==> config.mk <==
export PLATFORM = sky130hd
export DESIGN_NAME = wash_timer_flat
export DESIGN_NICKNAME = d
export VERILOG_FILES = /design/src/rtl/wash_timer_if.sv /design/src/rtl/wash_timer.sv /design/src/flat_wrapper.sv
export SDC_FILE = /design/constraint.sdc
export NUM_CORES = 1
export LEC_CHECK = 0
export ABC_AREA = 1
export CAP_MARGIN = 20
export CORE_UTILIZATION = 40
export CTS_CLUSTER_DIAMETER = 80
export DETAILED_ROUTE_END_ITERATION = 10
export PLACE_DENSITY = 0.69
export SLEW_MARGIN = 20
export SYNTH_ARGS = -nofsm -noshare
export SYNTH_HDL_FRONTEND = slang
export SYNTH_SLANG_ARGS = --single-unit
==> constraint.sdc <==
create_clock -name clk -period 5.2 [get_ports clk]
set_input_delay 1.3 -clock clk [delete_from_list [all_inputs] [get_ports clk]]
set_output_delay 1.3 -clock clk [all_outputs]
set_load 0.05 [all_outputs]
==> src/rtl/wash_timer_if.sv <==
// Handshake between the washer controller FSM and its timebase.
interface wash_timer_if #(
   parameter int STATE_W = 3
);
   logic [1:0]         clk_freq;
   logic [STATE_W-1:0] current_state;
   logic               pause;
   logic               minutes_1;
   logic               minutes_2;
   logic               minutes_5;
   logic [2:0]         elapsed_min;

   modport master (
      output clk_freq, current_state, pause,
      input  minutes_1, minutes_2, minutes_5, elapsed_min
   );

   modport slave (
      input  clk_freq, current_state, pause,
      output minutes_1, minutes_2, minutes_5, elapsed_min
   );
endinterface

==> src/rtl/wash_timer.sv <==
// Per-state timebase for the washer FSM: ticks -> seconds -> minutes with
// one-cycle 1/2/5-minute strobes, cleared on state change or IDLE.
module wash_timer #(
   parameter int                 TICKS_BASE  = 1_000_000,
   parameter int                 SEC_PER_MIN = 60,
   parameter int                 STATE_W     = 3,
   parameter logic [STATE_W-1:0] IDLE_CODE   = '0
) (
   input  logic        clk,
   input  logic        rst,
   wash_timer_if.slave tif
);
   localparam int TW = $clog2(TICKS_BASE * 8);
   localparam int SW = (SEC_PER_MIN > 1) ? $clog2(SEC_PER_MIN) : 1;

   localparam logic [TW-1:0] TERM0    = TW'(TICKS_BASE - 1);
   localparam logic [TW-1:0] TERM1    = TW'(TICKS_BASE * 2 - 1);
   localparam logic [TW-1:0] TERM2    = TW'(TICKS_BASE * 4 - 1);
   localparam logic [TW-1:0] TERM3    = TW'(TICKS_BASE * 8 - 1);
   localparam logic [SW-1:0] SEC_LAST = SW'(SEC_PER_MIN - 1);

   logic [TW-1:0]      tick_q, tick_d;
   logic [SW-1:0]      sec_q, sec_d;
   logic [2:0]         min_q, min_d;
   logic [STATE_W-1:0] state_q;
   logic               p1_q, p1_d, p2_q, p2_d, p5_q, p5_d;
   logic [TW-1:0]      term;
   logic               state_change;

   assign state_change = (tif.current_state != state_q);

   always_comb begin
      case (tif.clk_freq)
         2'b00:   term = TERM0;
         2'b01:   term = TERM1;
         2'b10:   term = TERM2;
         default: term = TERM3;
      endcase
   end

   always_comb begin
      tick_d = tick_q;
      sec_d  = sec_q;
      min_d  = min_q;
      p1_d   = 1'b0;
      p2_d   = 1'b0;
      p5_d   = 1'b0;
      if (state_change || (tif.current_state == IDLE_CODE)) begin
         tick_d = '0;
         sec_d  = '0;
         min_d  = '0;
      end else if (!tif.pause) begin
         // >= rather than == so a lowered clk_freq wraps an over-range count
         if (tick_q >= term) begin
            tick_d = '0;
            if (sec_q == SEC_LAST) begin
               sec_d = '0;
               if (min_q != 3'd7) min_d = min_q + 3'd1;
               p1_d = (min_q == 3'd0);
               p2_d = (min_q == 3'd1);
               p5_d = (min_q == 3'd4);
            end else begin
               sec_d = sec_q + SW'(1);
            end
         end else begin
            tick_d = tick_q + TW'(1);
         end
      end
   end

   always_ff @(posedge clk or negedge rst) begin
      if (!rst) begin
         tick_q  <= '0;
         sec_q   <= '0;
         min_q   <= '0;
         state_q <= IDLE_CODE;
         p1_q    <= 1'b0;
         p2_q    <= 1'b0;
         p5_q    <= 1'b0;
      end else begin
         tick_q  <= tick_d;
         sec_q   <= sec_d;
         min_q   <= min_d;
         state_q <= tif.current_state;
         p1_q    <= p1_d;
         p2_q    <= p2_d;
         p5_q    <= p5_d;
      end
   end

   // Mask strobes while the FSM has already moved on to a new state
   assign tif.minutes_1   = p1_q & ~state_change;
   assign tif.minutes_2   = p2_q & ~state_change;
   assign tif.minutes_5   = p5_q & ~state_change;
   assign tif.elapsed_min = min_q;
endmodule

==> src/flat_wrapper.sv <==
// flat-port wrapper written by rule: the top's interface ports become plain ports
module wash_timer_flat 
#(
   parameter int                 TICKS_BASE  = 1_000_000,
   parameter int                 SEC_PER_MIN = 60,
   parameter int                 STATE_W     = 3,
   parameter logic [STATE_W-1:0] IDLE_CODE   = '0
)
  (clk, rst, tif_clk_freq, tif_current_state, tif_pause, tif_minutes_1, tif_minutes_2, tif_minutes_5, tif_elapsed_min);
  wash_timer_if #(.STATE_W(STATE_W)) tif_i ();
  input  logic clk;
  input  logic rst;
  input wire logic [$bits(tif_i.clk_freq)-1:0] tif_clk_freq;
  input wire logic [$bits(tif_i.current_state)-1:0] tif_current_state;
  input wire logic [$bits(tif_i.pause)-1:0] tif_pause;
  output wire logic [$bits(tif_i.minutes_1)-1:0] tif_minutes_1;
  output wire logic [$bits(tif_i.minutes_2)-1:0] tif_minutes_2;
  output wire logic [$bits(tif_i.minutes_5)-1:0] tif_minutes_5;
  output wire logic [$bits(tif_i.elapsed_min)-1:0] tif_elapsed_min;
  assign tif_i.clk_freq = tif_clk_freq;
  assign tif_i.current_state = tif_current_state;
  assign tif_i.pause = tif_pause;
  assign tif_minutes_1 = tif_i.minutes_1;
  assign tif_minutes_2 = tif_i.minutes_2;
  assign tif_minutes_5 = tif_i.minutes_5;
  assign tif_elapsed_min = tif_i.elapsed_min;
  wash_timer #(.TICKS_BASE(TICKS_BASE), .SEC_PER_MIN(SEC_PER_MIN), .STATE_W(STATE_W), .IDLE_CODE(IDLE_CODE)) u_core (.clk(clk), .rst(rst), .tif(tif_i));
endmodule
### Word level (Yosys, flattened, before mapping)

Cells that the tools add are included.

* output and inout bits: 6
* input port bits: 8
* register bits: 38
* word-level logic and storage cells: 57

* multiplexer cells: 25
* equal/unequal tests: 8
* $lt $le $gt $ge: 1
* add/subtract/negate cells: 3
* bitwise gates (word level): 4
* reduce and logical (&&, ||, !) cells: 9

Operators with widths (number)
* 23-bit 2-to-1 mux: 3
* 23-bit case mux with 3 select lines: 1
* 6-bit 2-to-1 mux: 4
* 23-bit by 1-bit adder with 23-bit output (second input constant): 1
* 23-bit >= comparator: 1
* 3-bit 2-to-1 mux: 5
* 1-bit 2-to-1 mux: 12
* 6-bit by 1-bit adder with 6-bit output (second input constant): 1
* 6-bit == test (second input constant): 1
* 3-bit logical NOT: 2
* 2-bit nonzero test: 3
* 4-bit AND reduction: 1
* 3-bit by 1-bit adder with 3-bit output (second input constant): 1
* 1-bit AND: 3
* 3-bit by 1-bit == test with 1-bit output (second input constant): 1
* 3-bit == test (second input constant): 1
* 3-bit inequality test: 1
* 3-bit inequality test (second input constant): 1
* 2-bit by 1-bit == test with 1-bit output (second input constant): 1
* 2-bit == test (second input constant): 1
* 2-bit logical NOT: 1
* 2-bit by 1-bit inequality test with 1-bit output (second input constant): 1
* 2-bit AND reduction: 1
* 1-bit logical OR: 1
* 1-bit inverter: 1

### Longest topological paths before layout

* word-level depth: 6
* depth in mapped cells: 17
* depth with buffers taken out: 16

### Least setup slack after synthesis

Ideal clock, no wire load.

* path type: input to output
* start point: input port tif_current_state[1]
* end point: output port tif_minutes_1
* path buffers: 0
* cell stages on the path: 3
* arrival: 2.303 ns
* data required time: 3.900 ns
* setup slack: 1.597 ns
* path through: xnor2_1 > nand3_1 > nor2_1

* cells in the longest elaborated chain, start to end: 3

Ends and longest elaborated chain
* from (decl): line flat_wrapper.sv:14 `input wire logic [$bits(tif_i.current_state)-1:0] tif_current_state;`
* 3-bit inequality test: line wash_timer.sv:30 `assign state_change = (tif.current_state != state_q);`
* 1-bit inverter: line wash_timer.sv:92 `assign tif.minutes_1 = p1_q & ~state_change;`
* 1-bit AND: line wash_timer.sv:92
* to (decl): line flat_wrapper.sv:16 `output wire logic [$bits(tif_i.minutes_1)-1:0] tif_minutes_1;`

No other way between the ends.

### Worst setup path after layout

* start point: input port tif_current_state[1]
* end point: output port tif_minutes_5

* cells in the longest elaborated chain, start to end: 3

Ends and longest elaborated chain
* 3-bit inequality test: line wash_timer.sv:30
* 1-bit inverter: line wash_timer.sv:94 `assign tif.minutes_5 = p5_q & ~state_change;`
* 1-bit AND: line wash_timer.sv:94
* to (decl): line flat_wrapper.sv:18 `output wire logic [$bits(tif_i.minutes_5)-1:0] tif_minutes_5;`

No other way between the ends.

==> impl_metrics.yaml <==
status:
  status: "complete, no violations"
setup_path:
  crit_arrival_ns: 3.14
  cpMostUsedCell: "clkdlybuf4s50_1"
  worstPathMaxFanout: 3
  crit_chain: "clkdlybuf4s50_1 -> xnor2_1 -> nand3_1 -> nor2_1 -> clkdlybuf4s50_1"
  start_kind: "input port"
  cp.required_ns: 3.90
  cp_slowest_cell: "clkdlybuf4s50_1"
  slowest_delay_ns: 0.81
  worstSetupPathType: "in -> out"
  crit_path_end_kind: "output port"
drt:
  routed_wl_um: 5182
  drt_first_iter_violations: 84
  met1_length_um: 2570
  firstDrtPassIters: 4
  ant_nets: 0
  via_per_inst: 4.878
  vias: 2112
  met3_length_um: 126
  drc: 0
  wl_per_cell_um: 11.97
  route.met2.wl_um: 2431
  maxUsedRoutingLayer: "met4"
die:
  initial_core_util: 0.4181
  fp.dieArea_um2: 7044
  dieHeight_um: 83.93
  io_pins: 14
  rows: 29
  die_x_um: 83.93
  core-area_um2: 6422
cts:
  cts_setup_buffers: 0
  cts_max_path_buffers: 2
  htreeDepth: 2
  cts_tree: "done"
  cts_buffers: 5
  cts.repair.resized: 0
  clk_pin_slew_ns: 0.08
  clock_latency_ns: 0.29
  cts.hold.buffers_added: 0
  cts.sinks: 38
  clockRootBuffer: "clkbuf_8"
logic_synthesis:
  synth.area.top_cells: "dfrtp_1, nand2_1, ha_1, xor2_1, nor2_1"
  post-synth-top-count-cell: "nand2_1"
  synth.avg_cell_area_um2: 7.897
  synth-async-reset-ratio: 1.000
  synth_top_area_share: 0.3541
  synthTopCellsByCount: "nand2_1, nor2_1, inv_1"
  synth_largest_area_cell: "dfrtp_1"
  yosys_warnings: 0
  syn_area_um2: 2685
  yosysSeqAreaShare: 0.3541
  synth_cell_types: 36
  synth_edf_count: 0
  ys_seq_elements: 38
  synthFlopType: "dfrtp_1"
  syn_inst: 340
  synth.net_count: 368
global_route:
  grtUsageTotal: 0.1641
  grt_pass1_vias: 2077
  grt_pass1_wl_um: 9259
  grt_max_degree: 39
  antenna_found_initial: 0
  overflow: 0
sta:
  finalSetupViolations: 0
  final-hold-violation-count: 0
  skew_ns: 0.005982
  fin_crit_sh: 0.8542
  worst_pin_slew_ns: 0.8761
  maxSlewHeadroom: 0.4160
  max_freq_ghz: 0.2251
  drv_slew: 0
  finalCriticalPeriod_ns: 4.442
  rsz0062_at_grt: "false"
  setup_tns_ns: 0
cells_and_area:
  syn_to_final_growth_pct: 11.09
  n_fill_cell: 638
  layout.nets: 383
  finish.utilization: 0.4644
  diodes: 0
  drive_above_1_share: 0.1320
power:
  p_leak_uw: 0.001455
  power-per-cell-area_nw_per_um2: 229.5
  ir_worst_vdd_uv: 152.3
placed_design:
  gp_congestion: 0.7902
  io_buffer_count: 13
  hpwlAfterDp_um: 3937
job:
  max-cap-violations: 0
hold_path:
  hold_path.class: "reg -> reg"
## where the power goes
| part | internal, uW | total, uW | switching (uW) |
|---|---|---|---|
| Combinational | 20.7 | 69.1 | 48.4 |
| Clock | 205 | 313 | 108 |
| Sequential | 299 | 303 | 3.86 |
| Total | 524 | 685 | 160 |
## path summary, 6_finish.rpt
path,slack (ns),start,depth (start not counted),endpoint
max,0.76,tif_current_state[1],5,tif_minutes_5
min in group asynchronous,1.12,rst,1,u_core.tif.elapsed_min[0]
max reg2reg,3.14,u_core.tick_q[20],12,u_core.tick_q[10]
max in group asynchronous,3.53,rst,1,u_core.tick_q[9]
min reg2reg,0.52,u_core.sec_q[1],2,u_core.sec_q[1]
min,0.52,u_core.sec_q[1],2,u_core.sec_q[1]
## stage by stage
stage | std cells | setup slack (ns) | hold slack, ns | total power, uW | instance area, um^2
global placement | 425 | 0.8497 | 0.4990 | 377.2 | 2840
finish | 433 | 0.7582 | 0.5221 | 684.6 | 2983
global route | 433 | 0.6483 | 0.5515 | 713.8 | 2983
floorplan | 340 | 1.597 | 0.4779 | 362.0 | 2685
detailed placement | 425 | 0.7399 | 0.5108 | 379.1 | 2840
CTS | 433 | 0.7301 | 0.5272 | 692.5 | 2983
## registers in the layout (all words and copies together), names as in the netlist
signal	cells
u_core.tif.elapsed_min	3
u_core.sec_q	6
u_core.p5_q	1
u_core.tick_q	23
u_core.state_q	3
u_core.p1_q	1
u_core.p2_q	1
## worst max-delay path, delay by kind of cell
kind,cells,cell delay [ns]
buffers and inverters,2,1.27
and+or+nand+nor,2,0.31
xor gates and xnor gates,1,0.26
## cell families after synthesis
family / Yosys count / synth area share
buffers and inverters: 50 / 0.09040
XOR/XNOR: 24 / 0.07828
AND/OR/NAND/NOR: 190 / 0.3383
AO/OA/AOI/OAI: 18 / 0.04566
flip-flops: 38 / 0.3541
adder cells (fa/ha/maj): 20 / 0.09320
## per-layer routing
layer | track usage | up-vias
met5 | 0 | -
met4 | 0.04232 | 0
met3 | 0.03660 | 6
met2 | 0.2697 | 19
met1 | 0.2183 | 984
li1 | - | 1103
## area by class of cell
class / count / area [um^2] / share of cell area
inverters: 45 / 176.4 / 0.05914
clock inverters: 2 / 60.06 / 0.02013
well taps: 77 / 96.34 / 0.03230
repair buffers: 13 / 125.1 / 0.04195
flip-flops and latches: 38 / 950.9 / 0.3188
multi-input cells: 252 / 1491 / 0.5000
clock buffers: 6 / 82.58 / 0.02768
## layout by cell type (no fill, tap or decap), types with 9 or more instances in the layout
master           count
nand2_1             80
nor2_1              42
inv_1               40
dfrtp_1             38
nand3_1             24
ha_1                20
xor2_1              19
nor2_2              14
clkdlybuf4s50_1     12
nand4_1              9
Note: power is estimated with default switching activity, not from simulation.
